## src/rtl/disp_capture.sv

```systemverilog
// rtl/disp_capture.sv - 7-segment display bus reader rebuilding the five-digit frame; DISP_CAPTURE_ACTLOW_EN selects an active-low bus
module disp_capture #(
    parameter int STABLE_CYC  = 4,
    parameter int TIMEOUT_CYC = 4096
) (
    input  logic       ck,
    input  logic       resetn,
    input  logic [4:0] common,
    input  logic [6:0] segment,
    output logic [3:0] dig4,
    output logic [3:0] dig3,
    output logic [3:0] dig2,
    output logic [3:0] dig1,
    output logic [3:0] dig0,
    output logic [4:0] dispen,
    output logic       frame_valid,
    output logic       changed,
    output logic       ghost,
    output logic       decerr,
    output logic       stale
);

    localparam int TW = $clog2(TIMEOUT_CYC + 1);
    localparam logic [TW-1:0] TMAX = TW'(TIMEOUT_CYC);
    localparam logic [7:0] SMAX = 8'(STABLE_CYC);

    typedef enum logic [1:0] {IDLE, TRACK, HOLD} state_t;

    state_t          state, state_nx;
    logic [4:0]      com_r, com_l, com_l_nx;
    logic [6:0]      seg_r, seg_l, seg_l_nx;
    logic [7:0]      cnt, cnt_nx;
    logic            acc;
    logic [4:0][3:0] digs, snap_digs;
    logic [4:0]      snap_en;
    logic [4:0]      seen;
    logic            first;
    logic [TW-1:0]   tcnt;
    logic            multi, strobe, same;
    logic [4:0]      dec;

    // Returns {hit, code}; the blank pattern deliberately misses.
    function automatic logic [4:0] decode(input logic [6:0] s);
        case (s)
            7'h3F: decode = 5'h10;
            7'h06: decode = 5'h11;
            7'h5B: decode = 5'h12;
            7'h4F: decode = 5'h13;
            7'h66: decode = 5'h14;
            7'h6D: decode = 5'h15;
            7'h7D: decode = 5'h16;
            7'h07: decode = 5'h17;
            7'h7F: decode = 5'h18;
            7'h6F: decode = 5'h19;
            7'h77: decode = 5'h1A;
            7'h7C: decode = 5'h1B;
            7'h39: decode = 5'h1C;
            7'h5E: decode = 5'h1D;
            7'h79: decode = 5'h1E;
            7'h71: decode = 5'h1F;
            default: decode = 5'h00;
        endcase
    endfunction

    always_ff @(posedge ck) begin
        if (!resetn) begin
            com_r <= '0;
            seg_r <= '0;
        end else begin
`ifdef DISP_CAPTURE_ACTLOW_EN
            com_r <= ~common;
            seg_r <= ~segment;
`else
            com_r <= common;
            seg_r <= segment;
`endif
        end
    end

    assign multi  = |(com_r & (com_r - 5'd1));
    assign strobe = (|com_r) && !multi;
    assign same   = (com_r == com_l) && (seg_r == seg_l);
    assign dec    = decode(seg_r);

    always_comb begin
        state_nx = state;
        com_l_nx = com_l;
        seg_l_nx = seg_l;
        cnt_nx   = cnt;
        acc      = 1'b0;
        if (state == TRACK && strobe && same) begin
            cnt_nx = cnt + 8'd1;
            if (cnt_nx == SMAX) begin
                acc      = 1'b1;
                state_nx = HOLD;
            end
        end else if (state == HOLD && strobe && same) begin
            state_nx = HOLD;
        end else if (strobe) begin
            // A fresh strobe restarts tracking; with a threshold of 1 it is accepted at once.
            com_l_nx = com_r;
            seg_l_nx = seg_r;
            cnt_nx   = 8'd1;
            acc      = (SMAX == 8'd1);
            state_nx = (SMAX == 8'd1) ? HOLD : TRACK;
        end else begin
            state_nx = IDLE;
        end
    end

    always_ff @(posedge ck) begin
        if (!resetn) begin
            state       <= IDLE;
            com_l       <= '0;
            seg_l       <= '0;
            cnt         <= '0;
            digs        <= '0;
            dispen      <= '0;
            snap_digs   <= '0;
            snap_en     <= '0;
            seen        <= '0;
            first       <= 1'b1;
            tcnt        <= '0;
            frame_valid <= 1'b0;
            changed     <= 1'b0;
            ghost       <= 1'b0;
            decerr      <= 1'b0;
        end else begin
            state  <= state_nx;
            com_l  <= com_l_nx;
            seg_l  <= seg_l_nx;
            cnt    <= cnt_nx;
            ghost  <= ghost | multi;
            decerr <= acc && (seg_r != 7'h00) && !dec[4];
            for (int p = 0; p < 5; p++) begin
                if (acc && com_r[p]) begin
                    digs[p]   <= dec[4] ? dec[3:0] : ((seg_r == 7'h00) ? 4'h0 : 4'hF);
                    dispen[p] <= dec[4];
                end
            end
            if (acc)
                tcnt <= '0;
            else if (tcnt != TMAX)
                tcnt <= tcnt + TW'(1);
            frame_valid <= (seen == 5'h1F);
            changed     <= (seen == 5'h1F) && (first || (digs != snap_digs) || (dispen != snap_en));
            if (seen == 5'h1F) begin
                snap_digs <= digs;
                snap_en   <= dispen;
                first     <= 1'b0;
            end
            // An accept landing in the clear cycle seeds the next frame.
            seen <= (((seen == 5'h1F) || stale) ? 5'h00 : seen) | (acc ? com_r : 5'h00);
        end
    end

    assign stale = (tcnt == TMAX);
    assign dig4  = digs[4];
    assign dig3  = digs[3];
    assign dig2  = digs[2];
    assign dig1  = digs[1];
    assign dig0  = digs[0];

endmodule
```

## config.mk

```make
export PLATFORM = sky130hd
export DESIGN_NAME = disp_capture
export DESIGN_NICKNAME = d
export VERILOG_FILES = /design/src/rtl/disp_capture.sv
export SDC_FILE = /design/constraint.sdc
export NUM_CORES = 1
export LEC_CHECK = 0
export BUFFER_PORTS_ARGS = -buffer_cell sky130_fd_sc_hd__buf_4
export CAP_MARGIN = 10
export CORE_MARGIN = 4
export CORE_UTILIZATION = 60
export CTS_CLUSTER_DIAMETER = 100
export DETAILED_ROUTE_END_ITERATION = 7
export GPL_TIMING_DRIVEN = 1
export PLACE_DENSITY = 0.8
export SYNTH_ARGS = -nofsm -noshare
export SYNTH_HDL_FRONTEND = slang
export SYNTH_SLANG_ARGS = --single-unit
export TNS_END_PERCENT = 10
```

## constraint.sdc

```tcl
create_clock -name ck -period 4.63 [get_ports ck]
set_clock_uncertainty 0.15 [all_clocks]
set_input_delay 0.2315 -clock ck [delete_from_list [all_inputs] [get_ports ck]]
set_output_delay 0.2315 -clock ck [all_outputs]
set_load 0.02 [all_outputs]
```

==> results of run 1 <==
[how the worst max path moves through the flow]
stage	start	to	slack [ns]
2_1_floorplan	cnt[0]$_SDFFE_PN0P_	dig1[1]$_SDFFE_PN0P_	2.23
3_3_place_gp	seg_r[3]$_SDFF_PN0_	tcnt[0]$_SDFFE_PP0N_	1.55
3_5_place_dp	seg_r[3]$_SDFF_PN0_	tcnt[11]$_SDFFE_PP0N_	1.39
4_1_cts	seg_r[3]$_SDFF_PN0_	tcnt[11]$_SDFFE_PP0N_	1.35
5_1_grt	seg_r[2]$_SDFF_PN0_	tcnt[7]$_SDFFE_PP0N_	1.10
6_report	seg_r[2]$_SDFF_PN0_	tcnt[11]$_SDFFE_PP0N_	1.34
[flip-flops by register name, indices dropped and copies added (netlist names), 5 cells and up]
signal     flops
com_l          5
dispen         5
com_r          5
snap_digs     20
cnt            8
seen           5
seg_l          7
seg_r          7
snap_en        5
tcnt          13
[per-stage QoR]
step	instance area, µm²	utilization, %	std cells
floorplan	4826	-	556
global placement	5144	66.22	667
detailed placement	5144	66.22	667
CTS	5480	70.55	695
global route	5480	70.55	695
finish	5480	70.55	695
[routing by layer]
metal	global-route usage [%]	vias to the layer above	routed length (µm)
met5	0	-	0
met4	6.390	0	130
met3	4.235	14	346
met2	38.22	60	5272
met1	29.79	1833	4704
li1	-	1995	-
[cell type report]
cell class	instances	area share, %
well taps	102	2.329
flip-flops and latches	107	39.09
inverters	9	0.6164
clock inverters	5	1.553
clock buffers	11	2.397
repair buffers	57	8.356
multi-input cells	404	45.66
[cell families (layout without fill, tap and decap cells)]
logic type,Yosys count,in the layout,synth area share (%)
AO/OA/AOI/OAI,98,98,12.68
AND/OR/NAND/NOR,238,238,26.24
multiplexers,12,12,2.489
buffers and inverters,45,82,3.759
adder cells (fa/ha/maj),4,4,1.011
flip-flops,107,107,44.39
XOR/XNOR,52,52,9.437
[power by group through the flow]
stage                     clock (mW)  combinational [mW]  sequential [mW]
after floorplan                    0               0.101            0.970
after global placement             0               0.112            0.983
after detailed placement           0               0.115            0.985
after CTS                      0.625               0.123            0.963
after global routing           0.669               0.138            0.967
final                          0.612               0.124            0.963
[timing repair]
action,CTS,global route
endpoints found under the setup margin,0,0
hold buffers,12,0
hold endpoints to repair,12,0
[cell usage in the layout (no fill, tap or decap), types with 12 or more instances in the layout]
| master | synthesis | layout |
|---|---|---|
| a21oi_1 | 46 | 46 |
| and2_1 | 14 | 14 |
| buf_4 | 0 | 45 |
| dfxtp_1 | 107 | 107 |
| dlygate4sd3_1 | 0 | 12 |
| mux2i_1 | 12 | 12 |
| nand2_1 | 71 | 71 |
| nand3_1 | 27 | 27 |
| nor2_1 | 50 | 50 |
| o21ai_0 | 13 | 13 |
| xnor2_1 | 19 | 19 |
| xor2_1 | 33 | 33 |
[worst max-delay path, stage by stage (launching register included)]
cell and delay, ns:
dfxtp_1 0.67, xor2_1 0.13, nor4_1 0.29, nand3_1 0.58
nand2b_1 0.40, o21ai_1 0.77, nor2_1 0.14
==> results.ini, run 1 <==
[flow_run]
maxCapViolCount=0

[sta]
drv_slew=0
fmax_mhz=304.0
fin_crit_ns=3.289
worst_pin_slew_ns=1.081
rsz0062_at_grt=no
min_period_over_period_pct=71.04
final-hold-violation-count=0
setup_slack_ns=1.341
timing.hold.ws_ns=0.1008
setup_tns_ns=0
setup-violations-final=0
relSlewSlack_pct=27.71

[layout]
nFillCells=622
syn2layout_area_growth_pct=13.56
multi_input_area_um2=2502
nets=605
diodes=0
drive_gt1_share_pct=13.15
regArea_um2=2142

[routing]
totalWireLength_um=10450
firstDrtPassIters=4
ant_nets=0
drc=0
vias_per_cell=5.614
vias=3902
wl_per_cell_um=15.04
drt_iter0_drc=161

[min_path]
holdPathEnd=first$_SDFFE_PN1P_
hp-start=resetn
holdPathStages=2
holdCritPathClass=in -> reg

[clocking]
clockBufferDepth=2
cts_sinks=107
cts_buffers=9
ctsResizeCount=0
cts-root-buf=clkbuf_8
clk_pin_slew_ns=0.10
clk_latency_ns=0.36
cts_setup_buffers=0
htree_num_levels=3
cts_tree=yes

[pwr]
power.net_switching_mw=0.4009
p_clk_share_pct=36.0
peakVddDrop_mv=0.1929
p_sw_share_pct=23.60
power_frac_comb_pct=7.3
p_per_area_nw_per_um2=309.9
p_leak_nw=2.109
seq_power_share_pct=56.7
power_mw=1.698
p_int_mw=1.297

[critical_path]
r2r_cells=6
r2r_slack_ns=1.34
r2r-start=seg_r[2]$_SDFF_PN0_
criticalPathCategory=reg -> reg
path_max_fanout=18
end_kind=flip-flop
critPathLaunchType=flip-flop
worstPathRequired_ns=4.69
cp.arrival_ns=3.35
rr_endpoint=tcnt[11]$_SDFFE_PP0N_

[floorplan]
die_area_um2=9542
rows=32
io_pins=44
start_util_pct=62.13
core_area_um2=7767
dieWidth_um=97.69
die_h_um=97.69

[yosys]
syn-cell-area_um2=4826
ys_ff_latch=107
synth_edf_count=0
syn_avg_cell_area_um2=8.680
synth_top_cells_by_count=dfxtp_1 (107), nand2_1 (71), nor2_1 (50)
syn_inst=556
syn_nets=573
async_flop_share_pct=0
ys_top_cells_by_area=dfxtp_1 (44%), xor2_1 (6.0%), nand2_1 (5.5%)
yosysMostFrequentCell=dfxtp_1
yosysTopAreaCellShare_pct=44.39
yosys.cell_types.count=54
ys.flop_type=dfxtp_1
synth.largest_area_cell=dfxtp_1
synth_warnings=0
ys_seq_area_share_pct=44.39

[global_route]
grt_use_total_pct=22.72
grt_pass1_vias=3677
antenna_found_initial=0
grt_max_degree=44
grt_pass1_wl_um=18050
gr-total-overflow=0

[placement]
portBuffers=43
dp_worst_setup_slack_ns=1.388
gp_congestion=0.8030
detailed_place_hpwl_um=7326

[status]
status=completed

No activity file was read; power rests on OpenSTA's default activity.
==> run 2: changes to the inputs <==
--- a/config.mk
+++ b/config.mk
@@ -5,14 +5,15 @@
 export SDC_FILE = /design/constraint.sdc
 export NUM_CORES = 1
 export LEC_CHECK = 0
+export ABC_AREA = 1
 export BUFFER_PORTS_ARGS = -buffer_cell sky130_fd_sc_hd__buf_4
 export CAP_MARGIN = 10
 export CORE_MARGIN = 4
-export CORE_UTILIZATION = 60
+export CORE_UTILIZATION = 59
 export CTS_CLUSTER_DIAMETER = 100
 export DETAILED_ROUTE_END_ITERATION = 7
 export GPL_TIMING_DRIVEN = 1
-export PLACE_DENSITY = 0.8
+export PLACE_DENSITY = 0.79
 export SYNTH_ARGS = -nofsm -noshare
 export SYNTH_HDL_FRONTEND = slang
 export SYNTH_SLANG_ARGS = --single-unit
==> constraint.sdc (replaced) <==
create_clock -name ck -period 3.4 [get_ports ck]
set_clock_uncertainty 0.15 [all_clocks]
set_input_delay 0.17 -clock ck [delete_from_list [all_inputs] [get_ports ck]]
set_output_delay 0.17 -clock ck [all_outputs]
set_load 0.02 [all_outputs]
==> results.ini, run 2 <==
[status]
status=completed

[global_route]
grt_max_degree=81  ; +84%
grt_pass1_wl_um=19470  ; +7.9%
grt_pass1_vias=4406  ; +20%
gr-usage-met3_pct=6.115  ; +1.9 points
grt_use_met2_pct=40.06  ; +1.8 points
antenna_found_initial=0  ; unchanged
grt_use_total_pct=23.78  ; +1.1 points
grtUsageMet1_pct=29.87  ; +0.075 points
gr-total-overflow=0  ; unchanged
globalRoute.busiestLayer=met2

[placement]
dp_worst_setup_slack_ns=0.8307  ; -0.5572 ns
detailed_place_hpwl_um=8153  ; +11%
dp.cells=873  ; +31%
gp_congestion=0.9134  ; +14%
portBuffers=43  ; unchanged
placed_area_um2=5324  ; +3.5%

[clocking]
cts_sinks=107  ; unchanged
cts_buffers=9  ; unchanged
cts_tree=yes
ctsResizeCount=0  ; unchanged
cts_hold_buf=12  ; unchanged
cts-root-buf=clkbuf_8
clockBufferDepth=2  ; unchanged
htree_num_levels=3  ; unchanged
cts_setup_buffers=0  ; unchanged
clk_pin_slew_ns=0.10  ; about the same
clk_latency_ns=0.38  ; +0.02 ns

[critical_path]
end_kind=flip-flop
path_max_fanout=15  ; -3
critPathLaunchType=flip-flop
worstPathRequired_ns=3.52  ; -1.17 ns
slowest_stage=nand3_1
cp.arrival_ns=2.75  ; -0.60 ns
cp_top_family=simple AND/OR/NAND/NOR gates
critPathMaxStageDelay_ns=0.59  ; -0.18 ns
path_cells=inv_1 -> nand2_1 -> nand2_1 -> nand2_1 -> nor2_1 -> nand3_1 -> nor2_2 -> nand3_1 -> nor2_1 -> nor2_1
criticalPathCategory=reg -> reg
path_buf_inv=1  ; +1

[floorplan]
die_h_um=100.3  ; +2.7%
die_area_um2=10060  ; +5.4%
rows=33  ; +3.1%
io_pins=44  ; unchanged
core_area_um2=8258  ; +6.3%
start_util_pct=60.85  ; -1.3 points
dieWidth_um=100.3  ; +2.7%

[routing]
vias_per_cell=5.252  ; -6.5%
drc=0  ; unchanged
ant_nets=0  ; unchanged
totalWireLength_um=11530  ; +10%
drt_iter0_drc=276  ; +71%
vias=4732  ; +21%
wl_per_cell_um=12.80  ; -15%
firstDrtPassIters=5  ; +1

[pwr]
p_per_area_nw_per_um2=398.8  ; +29%
power_mw=2.244  ; +32%
p_leak_nw=2.661  ; +26%
peakVddDrop_mv=0.2771  ; +44%

[min_path]
holdCritPathClass=in -> reg

[sta]
fmax_mhz=380.7  ; +25%
drv_slew=0  ; unchanged
final-hold-violation-count=0  ; unchanged
setup_slack_ns=0.7731  ; -0.5677 ns
timing.hold.ws_ns=0.1749  ; +0.07411 ns
setup_tns_ns=0  ; unchanged
fin_crit_ns=2.627  ; -0.6623 ns
rsz0062_at_grt=no
relSlewSlack_pct=36.11  ; +8.4 points
min_period_over_period_pct=77.26  ; +6.2 points
setup-violations-final=0  ; unchanged
worst_pin_slew_ns=0.9583  ; -0.1230 ns

[yosys]
ys_ff_latch=107  ; unchanged
syn-cell-area_um2=5025  ; +4.1%
synth_top_cells_by_count=nand2_1 (211), nor2_1 (112), dfxtp_1 (107)
yosys.cell_types.count=32  ; -41%
syn_nets=768  ; +34%
synth_warnings=0  ; unchanged
ys.flop_type=dfxtp_1
synth_edf_count=0  ; unchanged
synth_simple_gate_area_share_pct=32.17  ; +5.9 points
yosysMostFrequentCell=nand2_1
ys_seq_area_share_pct=42.63  ; -1.8 points
async_flop_share_pct=0  ; unchanged
yosysTopAreaCellShare_pct=42.63  ; -1.8 points
synth.largest_area_cell=dfxtp_1
syn_inst=751  ; +35%
syn_avg_cell_area_um2=6.691  ; -23%
ys_top_cells_by_area=dfxtp_1 (43%), nand2_1 (16%), nor2_1 (8.4%)
synthXorXnorAreaFrac_pct=2.789  ; -6.6 points
synth_fa_ha_area_share_pct=0.7470  ; -0.26 points
synth_compound_area_share_pct=11.55  ; -1.1 points
synthMuxAreaShare_pct=0  ; -2.5 points
synth_top_family_by_area=simple AND/OR/NAND/NOR gates

[layout]
regArea_um2=2142  ; unchanged
nets=808  ; +34%
mostFrequentLayoutCell=nand2_1
multi_input_area_um2=2379  ; -5.0%
regMostFlops=snap_digs
syn2layout_area_growth_pct=12.00
final_cell_mix=nand2_1 (211), nor2_1 (112), dfxtp_1 (107), inv_1 (88), a21oi_1 (59)
postLayoutCoreUtil_pct=68.15  ; -2.4 points
instances_no_fill=901  ; +30%
diodes=0  ; unchanged
fin_area_um2=5628  ; +2.7%
nFillCells=731  ; +18%
largest_register_ffs=20  ; unchanged
reg.largest.list=snap_digs (20), tcnt (13), cnt (8)
drive_gt1_share_pct=8.794  ; -4.4 points

[flow_run]
maxCapViolCount=0  ; unchanged

-- run 2: changes by cell type after synthesis, sizes merged, moves of 13 or more --
cell	previous run	this run
and2	14	0
nand2	72	212
a21oi	46	60
nor2	50	113
inv	8	89
xnor2	19	6
o21ai	15	44
xor2	33	10
-- run 2: worst min-delay path: stages --
cell,delay [ns]
buf_4,0.32
nand2_1,0.15
nor2_1,0.03
-- run 2: path summary, 6_finish.rpt --
path / start / endpoint / slack (ns) / cells after the start
worst max-delay path: seg_r[4]$_SDFF_PN0_ / dig2[3]$_SDFFE_PN0P_ / 0.77 / 10
worst max register to register: seg_r[4]$_SDFF_PN0_ / dig2[3]$_SDFFE_PN0P_ / 0.77 / 10
worst min register to register: seen[2]$_SDFF_PN0_ / seen[2]$_SDFF_PN0_ / 0.32 / 2
worst min-delay path: resetn / dispen[1]$_SDFFE_PN0P_ / 0.17 / 3
-- run 2: per-layer routing --
layer	wire, µm	part of all wire (%)	vias up
li1	-	-	2439
met1	5239	45	2144
met2	5547	48	136
met3	590	5.1	13
met4	153	1.3	0
met5	0	0	-
-- run 2: area by class of cell --
| cell class | count | share of cell area, % |
|---|---|---|
| flip-flops and latches | 107 | 38.06 |
| inverters | 89 | 5.936 |
| multi-input cells | 527 | 42.26 |
| clock inverters | 7 | 1.067 |
| clock buffers | 9 | 2.201 |
| well taps | 105 | 2.334 |
| repair buffers | 57 | 8.137 |
-- run 2: where the power goes --
group | internal, mW | switching, mW | total [mW]
logic | 0.0757 | 0.116 | 0.192
registers | 1.28 | 0.0284 | 1.31
clock network | 0.279 | 0.461 | 0.740
-- run 2: cells by family after synthesis --
| kind of cell | Yosys count |
|---|---|
| AO/OA/AOI/OAI | 112 |
| adder cells (fa/ha/maj) | 3 |
| AND/OR/NAND/NOR | 396 |
| flip-flops | 107 |
| XOR/XNOR | 16 |
| buffers and inverters | 117 |
==> run 3: changes to the inputs <==
--- a/config.mk
+++ b/config.mk
@@ -9,11 +9,11 @@
 export BUFFER_PORTS_ARGS = -buffer_cell sky130_fd_sc_hd__buf_4
 export CAP_MARGIN = 10
 export CORE_MARGIN = 4
-export CORE_UTILIZATION = 59
+export CORE_UTILIZATION = 54
 export CTS_CLUSTER_DIAMETER = 100
 export DETAILED_ROUTE_END_ITERATION = 7
 export GPL_TIMING_DRIVEN = 1
-export PLACE_DENSITY = 0.79
+export PLACE_DENSITY = 0.76
 export SYNTH_ARGS = -nofsm -noshare
 export SYNTH_HDL_FRONTEND = slang
 export SYNTH_SLANG_ARGS = --single-unit
==> constraint.sdc (replaced) <==
create_clock -name ck -period 2.27 [get_ports ck]
set_clock_uncertainty 0.15 [all_clocks]
set_input_delay 0.1135 -clock ck [delete_from_list [all_inputs] [get_ports ck]]
set_output_delay 0.1135 -clock ck [all_outputs]
set_load 0.02 [all_outputs]
==> results.ini, run 3 (same netlist as run 2, synthesis figures left out) <==
[routing]
wl_per_cell_um=13.00  ; +1.6%
vias_per_cell=5.274  ; +0.43%
firstDrtPassIters=5  ; unchanged
totalWireLength_um=11850  ; +2.7%
ant_nets=0  ; unchanged
drt_iter0_drc=330  ; +20%
vias=4805  ; +1.5%
drc=0  ; unchanged

[layout]
syn2layout_area_growth_pct=14.79
diodes=0  ; unchanged
multi_input_area_um2=2404  ; +1.1%
reg.largest.list=snap_digs (20), tcnt (13), cnt (8)
fin_area_um2=5768  ; +2.5%
mostFrequentLayoutCell=nand2_1
nets=816  ; +0.99%
largest_register_ffs=20  ; unchanged
regArea_um2=2142  ; unchanged
regMostFlops=snap_digs
nFillCells=798  ; +9.2%
instances_no_fill=911  ; +1.1%
drive_gt1_share_pct=10.21  ; +1.4 points
final_cell_mix=nand2_1 (210), nor2_1 (111), dfxtp_1 (107), inv_1 (88), a21oi_1 (59)

[global_route]
grt_use_total_pct=21.78  ; -2.0 points
grt_max_degree=42  ; -48%
grt_pass1_vias=4378  ; -0.64%
gr-total-overflow=0  ; unchanged
antenna_found_initial=0  ; unchanged
grt_pass1_wl_um=19950  ; +2.5%

[pwr]
p_leak_nw=2.723  ; +2.3%
peakVddDrop_mv=0.3400  ; +23%
p_per_area_nw_per_um2=599.4  ; +50%

[floorplan]
dieWidth_um=104.5  ; +4.2%
io_pins=44  ; unchanged
rows=34  ; +3.0%
die_h_um=104.5  ; +4.2%
core_area_um2=8891  ; +7.7%
start_util_pct=56.52  ; -4.3 points
die_area_um2=10910  ; +8.5%

[critical_path]
cp.arrival_ns=2.28  ; -0.47 ns
worstPathRequired_ns=2.41  ; -1.11 ns
critPathLaunchType=flip-flop
path_max_fanout=6  ; -9
criticalPathCategory=reg -> reg
end_kind=flip-flop

[clocking]
cts_buffers=9  ; unchanged
clk_latency_ns=0.36  ; -0.02 ns
cts_tree=yes
clk_pin_slew_ns=0.10  ; about the same
cts-root-buf=clkbuf_8
htree_num_levels=3  ; unchanged
clockBufferDepth=2  ; unchanged
cts_sinks=107  ; unchanged

[sta]
drv_slew=0  ; unchanged
setup-violations-final=0  ; unchanged
min_period_over_period_pct=93.90  ; +17 points
worst_pin_slew_ns=0.9643  ; +0.006062 ns
relSlewSlack_pct=35.70  ; -0.40 points
setup_tns_ns=0  ; unchanged
setup_slack_ns=0.1386  ; -0.6345 ns
final-hold-violation-count=0  ; unchanged
fin_crit_ns=2.131  ; -0.4955 ns
fmax_mhz=469.2  ; +23%
rsz0062_at_grt=yes

[placement]
detailed_place_hpwl_um=8443  ; +3.6%
dp_worst_setup_slack_ns=0.009082  ; -0.8216 ns
dp.cells=883  ; +1.1%
portBuffers=43  ; unchanged
gp_congestion=0.8409  ; -7.9%
placed_area_um2=5405  ; +1.5%

[flow_run]
maxCapViolCount=0  ; unchanged

[min_path]
holdCritPathClass=in -> reg

[status]
status=completed

[run 3: area by class of cell]
class	instances	share of cell area [%]
Clock inverter	5	1.041
Sequential cell	107	37.14
Inverter	89	5.792
Clock buffer	10	2.386
Tap cell	108	2.343
Multi-Input combinational cell	527	41.67
Timing Repair Buffer	65	9.631
[run 3: power breakdown]
part | internal [mW] | switching, mW | total [mW]
registers | 1.92 | 0.0434 | 1.97
clock network | 0.541 | 0.643 | 1.18
logic | 0.125 | 0.182 | 0.307
total | 2.59 | 0.869 | 3.46
[run 3: layer usage]
metal	up-vias	share of wire, %	global-route usage (%)
met5	-	0	0
met4	0	1.3	7.787
met3	14	5.5	3.973
met2	138	47	35.52
met1	2196	46	28.83
li1	2457	-	-
[run 3: worst paths after layout]
kind	start	endpoint	slack, ns	cells past startpoint
min	resetn	dispen[1]$_SDFFE_PN0P_	0.03	3
min reg2reg	seen[1]$_SDFF_PN0_	seen[1]$_SDFF_PN0_	0.32	2
max reg2reg	seg_r[1]$_SDFF_PN0_	dig4[3]$_SDFFE_PN0P_	0.14	10
max	seg_r[1]$_SDFF_PN0_	dig4[3]$_SDFFE_PN0P_	0.14	10
[run 3: timing repair]
item | CTS | global route
pin swaps | 0 | 1
buffers inserted | 0 | 1
gates resized for setup | 0 | 6
endpoints found under the hold margin | 12 | 0
setup endpoints to repair | 2 | 28
hold buffers | 12 | 0
[run 3: critical path, stage by stage, from the launching register on]
cell and delay, ns:
dfxtp_1 0.50, inv_1 0.09, nand2_1 0.09, inv_1 0.08, nand3_1 0.10, nand3_1 0.12
nor2_1 0.18, nand4_1 0.26, nand2_1 0.29, nor2_1 0.07, nor2_1 0.13
[run 3: per-stage QoR]
step | hold slack (ns) | power (mW) | utilization, %
3_3_place_gp | 0.1439 | 2.282 | 60.79
6_report | 0.02792 | 3.457 | 64.87
2_1_floorplan | 0.06113 | 2.205 | -
4_1_cts | 0.01356 | 3.480 | 64.37
3_5_place_dp | 0.1495 | 2.294 | 60.79
5_1_grt | 0.03146 | 3.610 | 64.87
